[config.mk]
export PLATFORM = sky130hd
export DESIGN_NAME = rst_seq
export DESIGN_NICKNAME = d
export VERILOG_FILES = /design/src/rtl/rst_seq.sv
export SDC_FILE = /design/constraint.sdc
export NUM_CORES = 1
export LEC_CHECK = 0
export BUFFER_PORTS_ARGS = -buffer_cell sky130_fd_sc_hd__buf_2
export CAP_MARGIN = 20
export CORE_MARGIN = 2
export CORE_UTILIZATION = 35
export CTS_CLUSTER_DIAMETER = 40
export DETAILED_ROUTE_END_ITERATION = 10
export PLACE_DENSITY = 0.61
export SLEW_MARGIN = 20
export SYNTH_ARGS = -nofsm -noshare
export SYNTH_HDL_FRONTEND = slang
export SYNTH_SLANG_ARGS = --single-unit
[constraint.sdc]
create_clock -name clk -period 1.4 [get_ports clk]
set_input_delay 0.21 -clock clk [delete_from_list [all_inputs] [get_ports clk]]
set_output_delay 0.21 -clock clk [all_outputs]
set_load 0.005 [all_outputs]
[src/rtl/rst_seq.sv]
// Reset sequencer: synchronizes async reset requests, stretches reset, then releases
// channels in ascending order GAP cycles apart. done is high once every channel is released.
module rst_seq #(
    parameter int unsigned NUM_CH  = 4,
    parameter int unsigned NUM_REQ = 2,
    parameter int unsigned DEPTH   = 2,
    parameter int unsigned STRETCH = 16,
    parameter int unsigned GAP     = 8
) (
    input  logic               clk,
    input  logic               rst,
    input  logic [NUM_REQ-1:0] req_i,
    output logic [NUM_CH-1:0]  rst_out,
    output logic               done,
    output logic [NUM_REQ-1:0] cause
);

    localparam int unsigned CNT_MAX = (STRETCH > GAP) ? STRETCH : GAP;
    localparam int unsigned CNT_W   = $clog2(CNT_MAX + 1);

    typedef enum logic [1:0] {StHold, StStretch, StRelease, StRun} state_e;

    state_e                          state_q, state_d;
    logic [CNT_W-1:0]                cnt_q, cnt_d;
    logic [NUM_CH-1:0]               rst_out_q, rst_out_d;
    logic [NUM_REQ-1:0]              cause_q, cause_d;
    logic                            done_q, done_d;
    logic [DEPTH-1:0][NUM_REQ-1:0]   sync_q;
    logic [NUM_REQ-1:0]              req_sync;

    assign req_sync = sync_q[DEPTH-1];

    always_comb begin
        state_d   = state_q;
        cnt_d     = cnt_q;
        rst_out_d = rst_out_q;
        cause_d   = cause_q;
        case (state_q)
            StHold: begin
                rst_out_d = '1;
                cnt_d     = '0;
                cause_d   = cause_q | req_sync;
                if (req_sync == '0) begin
                    state_d = StStretch;
                end
            end
            StStretch: begin
                rst_out_d = '1;
                if (req_sync != '0) begin
                    state_d = StHold;
                    cnt_d   = '0;
                    cause_d = req_sync;
                end else if (cnt_q == CNT_W'(STRETCH - 1)) begin
                    state_d      = StRelease;
                    cnt_d        = '0;
                    rst_out_d[0] = 1'b0;
                end else begin
                    cnt_d = cnt_q + CNT_W'(1);
                end
            end
            StRelease: begin
                if (req_sync != '0) begin
                    state_d   = StHold;
                    cnt_d     = '0;
                    rst_out_d = '1;
                    cause_d   = req_sync;
                end else if (!rst_out_q[NUM_CH-1]) begin
                    state_d = StRun;
                    cnt_d   = '0;
                end else if (cnt_q == CNT_W'(GAP - 1)) begin
                    // Shifting ones upward clears the next channel, keeping release ascending.
                    rst_out_d = rst_out_q << 1;
                    cnt_d     = '0;
                end else begin
                    cnt_d = cnt_q + CNT_W'(1);
                end
            end
            StRun: begin
                rst_out_d = '0;
                cnt_d     = '0;
                if (req_sync != '0) begin
                    state_d   = StHold;
                    rst_out_d = '1;
                    cause_d   = req_sync;
                end
            end
            default: begin
                state_d   = StHold;
                cnt_d     = '0;
                rst_out_d = '1;
            end
        endcase
        done_d = (state_d == StRun);
    end

    always_ff @(posedge clk) begin
        if (rst) begin
            state_q   <= StStretch;
            cnt_q     <= '0;
            rst_out_q <= '1;
            cause_q   <= '0;
            done_q    <= 1'b0;
            sync_q    <= '0;
        end else begin
            state_q   <= state_d;
            cnt_q     <= cnt_d;
            rst_out_q <= rst_out_d;
            cause_q   <= cause_d;
            done_q    <= done_d;
            sync_q    <= {sync_q[DEPTH-2:0], req_i};
        end
    end

    assign rst_out = rst_out_q;
    assign done    = done_q;
    assign cause   = cause_q;

endmodule
==> results of run 1 <==
[stage by stage]
step           hold WS [ns]  utilization [%]  cells
4_1_cts               0.112             45.7    114
3_3_place_gp          0.422             42.8    109
2_1_floorplan         0.282                -     71
6_report              0.123             46.1    114
3_5_place_dp          0.426             42.8    109
5_1_grt               0.110             46.1    114
[kinds of logic after synthesis]
family	Yosys count	synth area share [%]
XOR/XNOR	2	2.44
flip-flops	18	50.2
AO/OA/AOI/OAI	14	13.6
buffers and inverters	4	2.26
AND/OR/NAND/NOR	30	26.3
adder cells (fa/ha/maj)	3	5.23
[layout by cell type (no fill, tap or decap), types with 2 or more instances in the layout]
master                      n
sky130_fd_sc_hd__nor2_1     5
sky130_fd_sc_hd__clkbuf_4   3
sky130_fd_sc_hd__nand3b_1   2
sky130_fd_sc_hd__and3_1     2
sky130_fd_sc_hd__ha_4       2
sky130_fd_sc_hd__dfxtp_2    2
sky130_fd_sc_hd__nand2_1    4
sky130_fd_sc_hd__inv_1      3
sky130_fd_sc_hd__dfxtp_1   16
sky130_fd_sc_hd__o21ai_0    2
sky130_fd_sc_hd__a211o_1    2
sky130_fd_sc_hd__buf_4      3
sky130_fd_sc_hd__buf_2     10
sky130_fd_sc_hd__nor3_1     2
sky130_fd_sc_hd__nor2b_1    5
sky130_fd_sc_hd__a21oi_1    3
[where the power goes]
group / switching (mW) / internal, mW / total (mW)
Combinational: 0.0229 / 0.0288 / 0.0516
Sequential: 0.0138 / 0.529 / 0.543
Clock: 0.154 / 0.158 / 0.313
Total: 0.191 / 0.716 / 0.907
[flip-flops by register name (all words and copies together) (netlist names)]
| signal | flops |
|---|---|
| sync_q | 2 |
| cnt_q | 5 |
| rst_out | 4 |
| done | 1 |
| cause | 2 |
| req_sync | 2 |
| state_q | 2 |
[worst register-to-register path: stages (launching register included)]
cell and delay, ns:
sky130_fd_sc_hd__dfxtp_2 0.37, sky130_fd_sc_hd__ha_4 0.14, sky130_fd_sc_hd__and3_4 0.19, sky130_fd_sc_hd__ha_4 0.19
sky130_fd_sc_hd__or3_4 0.35, sky130_fd_sc_hd__a21oi_2 0.11
[cell usage after synthesis]
master and instances:
sky130_fd_sc_hd__and3_2 1, sky130_fd_sc_hd__a311o_1 1, sky130_fd_sc_hd__nor4b_2 1, sky130_fd_sc_hd__nor3b_1 1, sky130_fd_sc_hd__dfxtp_1 18, sky130_fd_sc_hd__nand3_1 1, sky130_fd_sc_hd__and3b_1 1, sky130_fd_sc_hd__xor2_1 1
sky130_fd_sc_hd__nor2b_1 5, sky130_fd_sc_hd__a211o_1 2, sky130_fd_sc_hd__a21boi_0 1, sky130_fd_sc_hd__o21ai_0 2, sky130_fd_sc_hd__a21o_1 1, sky130_fd_sc_hd__a21oi_1 4, sky130_fd_sc_hd__buf_2 1, sky130_fd_sc_hd__inv_1 3
sky130_fd_sc_hd__nor3_1 2, sky130_fd_sc_hd__nand2_1 4, sky130_fd_sc_hd__a211oi_1 1, sky130_fd_sc_hd__nor2_1 5, sky130_fd_sc_hd__ha_1 3, sky130_fd_sc_hd__and2b_1 1, sky130_fd_sc_hd__a2bb2oi_1 1, sky130_fd_sc_hd__nand2b_1 1
sky130_fd_sc_hd__and4bb_4 1, sky130_fd_sc_hd__and3_1 2, sky130_fd_sc_hd__xnor2_1 1, sky130_fd_sc_hd__or3_1 2, sky130_fd_sc_hd__nand3b_1 2, sky130_fd_sc_hd__a31o_2 1
[metal layers]
layer / vias to the layer above / wire length [um] / global-route usage (%)
li1: 282 / - / -
met4: 0 / 14 / 7.14
met2: 10 / 556 / 17.1
met1: 250 / 619 / 14.6
met5: - / 0 / 0
met3: 2 / 45 / 3.07
[worst max-delay path by stage]
stage                         from        to  slack [ns]  cells past startpoint
after floorplan           cnt_q[0]  cnt_q[4]       0.007                      5
after global placement    cnt_q[1]  cnt_q[4]      -0.007                      5
after detailed placement  cnt_q[1]  cnt_q[4]       -0.04                      5
after CTS                 cnt_q[0]  cnt_q[4]       -0.03                      5
after global routing      cnt_q[0]  cnt_q[4]       -0.05                      5
final                     cnt_q[0]  cnt_q[4]      -0.008                      5
[timing repair]
action                     CTS  global route
gates resized for setup      1             3
setup buffers                1             0
setup endpoints to repair    1             2
pin swaps                    3             1
hold buffers                 0             0
[cell type report]
| type | instances | area [um^2] |
|---|---|---|
| clock buffer | 4 | 36.3 |
| fill | 192 | 1050 |
| inverter | 3 | 11.3 |
| multi-input combinational | 49 | 379 |
| sequential | 18 | 363 |
| tap | 27 | 33.8 |
| timing repair buffer | 13 | 72.6 |
==> summary.md, run 1 <==
The flow ran to the end, but the final reports show violations. The final reports fail on setup timing. Wires add up to 1240 um.

The worst hold path was traced through 2 stages. The tightest min-delay check is of the input pin to flip-flop type. The run gives 0 as the number of antenna violations at the first check in global routing.

The tools report the startpoint of the lowest-slack register-to-register path as cnt_q[0]. The startpoint identified for the worst hold timing path is req_i[1]. The biggest area consumer among synthesized cells is sky130_fd_sc_hd__dfxtp_1. The number of distinct standard cells referenced by the synthesized netlist is 30. After synthesis the cells add up to 718 um^2. In this run, the number of DRC markers left after iteration 0 of detailed routing was 5. The region available for standard cell placement spans 0.00194 mm^2. For the share of the yosys chip area belonging to registers, the log shows 50.2%. The run gives 0 as the number of max-slew violations in the final report. Pin placement for this block handled 11 I/O pins. The top cell family by delay on the critical path was simple AND/OR/NAND/NOR gates. The congestion estimate from routability-driven global placement came to 0.742.

The critical-path cell with the highest stage delay is sky130_fd_sc_hd__dfxtp_2. For this block, the via count after detailed routing is 544. The run gives 0.00134 ns as the post-route clock skew.

The first-pass detailed-route iteration total is 4. In this run the critical register-to-register path is captured at cnt_q[4]. The signal on the critical path passes through ha_4 -> and3_4 -> ha_4 -> or3_4 -> a21oi_2. Kind of end point of the critical path: a flip-flop. The largest fanout of any net on the critical path works out to 3. In the final routed layout, each cell accounts on average for 10.8 um. The number of clock sinks is 18, and the post-route fraction of the period consumed by the critical path is 101%.

The run gives 81.4% as the relative slew slack. The initialized floorplan defines 16 standard-cell rows. The pin slew with the least headroom to its limit was 0.278 ns. Half-perimeter wire length after detailed placement: 873 um. The number of clock buffers added by TritonCTS is 3. The logs give 1 for the setup-violating endpoint count in the final report and 896 um^2 for the final cell area excluding filler cells. The run gives 0 as the max-cap check violation count.

The post-place setup slack was -0.0369 ns; the power density over cell area was 1010 mW/mm^2. The worst-skew pair later-pin latency is 0.29 ns. The run gives 0.348 nW as the static leakage. The run gives -0.00784 ns as the final worst-path setup slack. TritonCTS built the clock tree.

The initial core utilization was 37.0%. The most numerous cell type found on the critical path is sky130_fd_sc_hd__ha_4. For the worst setup path, the data required time is 1.63 ns. The clock transition time at the flip-flop clock pins of the worst setup and hold paths is 0.10 ns, and the synthesized net count is 78. During placement, the flow inserted port buffers numbering 10. The total negative slack is -0.00784 ns, and the number of nets with antenna violations after routing is 0. The wire length of the first global-routing pass was 2140 um. The y dimension of the die works out to 49.3 um. During synthesis, Yosys emitted a total of 0 warnings. Across all register-to-register paths, the minimum setup slack is -0.008 ns. The startpoint type of the worst setup path is a flip-flop. For this run, design rule violations remaining after detail routing come to 0.

A synthesized cell averages 10.1 um^2. Share of cells above drive strength 1: 31.0%. Yosys attributes the largest share of cell area to sky130_fd_sc_hd__dfxtp_1 50%, sky130_fd_sc_hd__ha_1 5.2%, sky130_fd_sc_hd__nor2b_1 4.4%. Setup repair after global routing could not meet its margin everywhere.

The maximum operating frequency is 0.710 GHz. On the worst path, the slowest cell contributes a delay of 0.37 ns. Largest voltage drop on the vdd net: 0.000620 V. Diode insertion count for antenna repair: 0. The number of cells on the worst reg-to-reg path is 5. The path with the worst hold slack has its endpoint at sync_q[1]. The design draws 907 uW.

The run gives 11.5% as the all-layer global routing usage. The die covers 0.00243 mm^2. Synthesis handed over a netlist of 71 instances. Relative to the synthesized area, the layout overhead comes to 24.7%. The clock passes through at most 2 buffers. Entering global routing, the biggest net connects 11 pins.

The count of buffering cells on the critical path with inverters included is 0, and the top-area cell type share of the netlist area is 50.2%. At the end of the flow, the number of nets in the layout was 95. The count of H-tree levels built during CTS came out at 1.

The tree is rooted in a sky130_fd_sc_hd__clkbuf_4. After detailed routing, the number of vias per cell comes to 4.77. In this run the cell area measured after placement is 831 um^2. The number of failing hold endpoints at the final stage is 0, and the flip-flop and latch count after synthesis is 18.

For the global route total overflow, the log shows 0. Number of global-route vias before repair: 511. By startpoint and endpoint, the worst setup path is classified as flip-flop to flip-flop. Data arrives at the worst endpoint at 1.64 ns.

The width of the die was 49.3 um; the shortest clock period the worst path allows after layout was 1.41 ns.
Note: power is estimated with default switching activity, not from simulation.
==> run 2: changes to the inputs <==
--- a/config.mk
+++ b/config.mk
@@ -7,11 +7,11 @@
 export LEC_CHECK = 0
 export BUFFER_PORTS_ARGS = -buffer_cell sky130_fd_sc_hd__buf_2
 export CAP_MARGIN = 20
-export CORE_MARGIN = 2
 export CORE_UTILIZATION = 35
 export CTS_CLUSTER_DIAMETER = 40
 export DETAILED_ROUTE_END_ITERATION = 10
 export PLACE_DENSITY = 0.61
+export SETUP_SLACK_MARGIN = 0.02
 export SLEW_MARGIN = 20
 export SYNTH_ARGS = -nofsm -noshare
 export SYNTH_HDL_FRONTEND = slang
==> summary.md, run 2 (synthesis gave the netlist of run 1 again) <==
The run finished with clean final reports. The worst-skew pair later-pin latency is 0.29 ns (about the same). The maximum single-stage delay on the critical path was 0.36 ns (was 0.37 ns). Cell-by-cell listing of the critical path: ha_4 -> and3_4 -> ha_4 -> or3_1 -> a21oi_1 (was ha_4 -> and3_4 -> ha_4 -> or3_4 -> a21oi_2). Critical-path cell with the highest stage delay: sky130_fd_sc_hd__dfxtp_2 (unchanged). The wire length of the first global-routing pass was 1990 um (was 2140 um).

The pin slew with the least headroom to its limit was 0.290 ns (was 0.278 ns); the routability congestion estimate was 0.731 (was 0.742). Cell repeated most along the worst path: sky130_fd_sc_hd__ha_4 (unchanged). Critical path start-end classification: flip-flop to flip-flop (unchanged).

The number of buffers inserted by port buffering works out to 10 (unchanged). The floorplan die area came out at 0.00224 mm^2 (was 0.00243 mm^2). The tools report the kind of end point of the critical path as a flip-flop (unchanged). For the number of failing hold endpoints at the final stage, the log shows 0 (unchanged). The diode insertion count for antenna repair is 0 (unchanged). The share of cells above drive strength 1 is 34.1% (was 31.0%). The half-perimeter wire length after detailed placement is 883 um (was 873 um), and the width of the die is 47.3 um (was 49.3 um).

The number of max-slew violations in the final report is 0 (unchanged). For the post-placement cell area, the log shows 823 um^2 (was 831 um^2). The worst min-delay path class is input pin to flip-flop (unchanged). The register cell area after layout was 363 um^2 (unchanged).

The number of placed I/O pins is 11 (unchanged), and the pin count of the biggest net entering global routing is 11 (unchanged). The number of clock buffers inserted by TritonCTS came out at 3 (unchanged). The number of antenna violations at the first check in global routing came out at 0 (unchanged). The count of buffering cells on the critical path with inverters included is 0 (unchanged), and the relative area change from synthesis to final layout is 27.9% (was 24.7%). The number of clock sinks was 18 (unchanged); the final cell area excluding filler cells was 918 um^2 (was 896 um^2). The logs give 1.63 ns (about the same) for the required time of the worst setup path and 13 (was 5) for the starting DRC count in detailed routing. Largest fanout of any net on the critical path: 2 (was 3). The tools report the startpoint type of the worst setup path as a flip-flop (unchanged). Top cell family by delay on the critical path: simple AND/OR/NAND/NOR gates (unchanged).

The area of combinational cells with multiple inputs came out at 390 um^2 (was 379 um^2). TritonCTS built the clock tree. Setup repair after global routing could not meet its margin everywhere. The final net count was 96 (was 95); the max-cap check violation count was 0 (unchanged). Number of nets with antenna violations after routing: 0 (unchanged). The most flop-heavy register is cnt_q (unchanged).

The placeable core region came out at 0.00194 mm^2 (unchanged). The shortest clock period the worst path allows after layout works out to 1.39 ns (was 1.41 ns). The average detailed-routed wire length per instance was 10.8 um (about the same); the total number of vias was 549 (was 544). The wire length reported by the detailed router came out at 1250 um (was 1240 um).

The number of cell rows is 16 (unchanged). The post-route fraction of the period consumed by the critical path was 99.0% (was 101%). The most common cell after layout, fill and taps aside was sky130_fd_sc_hd__dfxtp_1 (unchanged). For the count of unresolved DRC violations after routing, the log shows 0 (unchanged).

The first-pass detailed-route iteration total was 4 (unchanged). The initial core utilization is 37.0% (unchanged). The number of global-route vias before repair was 448 (was 511); the number of cells after detailed placement was 108 (was 109). The count of H-tree levels built during CTS is 1 (unchanged). The power density over cell area works out to 990 mW/mm^2 (was 1010 mW/mm^2). The y dimension of the die is 47.3 um (was 49.3 um). The ratio of routed vias to standard cells was 4.77 (about the same); the count of filler cells inserted in the layout was 206 (was 192). The run gives 0.721 GHz (was 0.710 GHz) as the maximum operating frequency.

The clock transition time at the flip-flop clock pins of the worst setup and hold paths came out at 0.10 ns (about the same). The setup-violating endpoint count in the final report was 0 (was 1). The master cell of the clock root buffer was sky130_fd_sc_hd__clkbuf_4 (unchanged). The post-route clock skew was 0.00367 ns (was 0.00134 ns); the flip-flop count of the largest register after layout was 5 (unchanged). The largest voltage drop on the vdd net was 0.000644 V (was 0.000620 V); the number of non-filler instances in the completed layout was 115 (was 114).

The buffer depth of the longest clock path is 2 (unchanged). The run gives 0 (unchanged) as the global route total overflow. All-layer global routing usage: 12.8% (was 11.5%). The run gives 0.347 nW (was 0.348 nW) as the static leakage.

Most frequent cells in the layout: 16 x sky130_fd_sc_hd__dfxtp_1, 10 x sky130_fd_sc_hd__buf_2, 5 x sky130_fd_sc_hd__nor2_1, 5 x sky130_fd_sc_hd__nor2b_1 (was 16 x sky130_fd_sc_hd__dfxtp_1, 10 x sky130_fd_sc_hd__buf_2, 5 x sky130_fd_sc_hd__nor2_1, 5 x sky130_fd_sc_hd__nor2b_1, 4 x sky130_fd_sc_hd__nand2_1). The worst path arrival time is 1.62 ns (was 1.64 ns), and the core occupancy in the finished layout is 47.3% (was 46.1%). The tools report the relative slew slack as 80.6% (was 81.4%).
run 2: cell types whose count changed in the layout (fill, tap and decap cells not counted), sizes merged:
cell,previous run,this run
buf,13,14
run 2: metrics by stage:
stage,TNS [ns],worst slack [ns],hold WS (ns),power [mW]
after floorplan,0,0.0291,0.282,0.584
after global placement,0,0.00836,0.418,0.600
after detailed placement,-0.0204,-0.0204,0.422,0.603
after CTS,-0.0182,-0.0182,0.124,0.922
after global routing,-0.0195,-0.0185,0.122,0.954
final,0,0.0135,0.127,0.910
run 2: worst register-to-register path: cells and delay by family (launching register included):
kind                     cells  cell delay, ns
AO/OA/AOI/OAI                1            0.11
adder cells (fa/ha/maj)      2            0.33
flip-flops                   1            0.36
AND/OR/NAND/NOR              2            0.53
run 2: power by group:
group	switching, mW	total, mW	internal (mW)	leakage (nW)
logic	0.0243	0.0563	0.0321	0.178
clock network	0.153	0.311	0.158	0.0210
registers	0.0134	0.542	0.529	0.148
total	0.190	0.910	0.719	0.347
run 2: per-layer routing:
| layer | vias to the layer above | wire length [um] | track usage, % |
|---|---|---|---|
| met5 | - | 0 | 0 |
| met2 | 8 | 615 | 18.9 |
| met1 | 251 | 581 | 17.4 |
| met3 | 4 | 26 | 2.31 |
| li1 | 286 | - | - |
| met4 | 0 | 23 | 6.86 |
run 2: layout make-up:
class	instances	share of cell area [%]
multi-input cells	49	42.5
flip-flops and latches	18	39.5
repair buffers	14	9.13
clock buffers	4	3.95
well taps	27	3.68
inverters	3	1.23
run 2: worst paths after layout:
path / from / to / slack (ns) / depth (start not counted)
min reg2reg: sync_q[0] / req_sync[0] / 0.44 / 1
min: req_i[0] / sync_q[0] / 0.13 / 2
max reg2reg: cnt_q[1] / cnt_q[4] / 0.01 / 5
max: cnt_q[1] / cnt_q[4] / 0.01 / 5
run 2: timing repair:
action,4_1_cts,5_1_grt
setup buffers,3,0
hold buffers,0,0
hold endpoints to repair,0,0
endpoints found under the setup margin,4,7
pin swaps,4,6
resized for setup,4,3
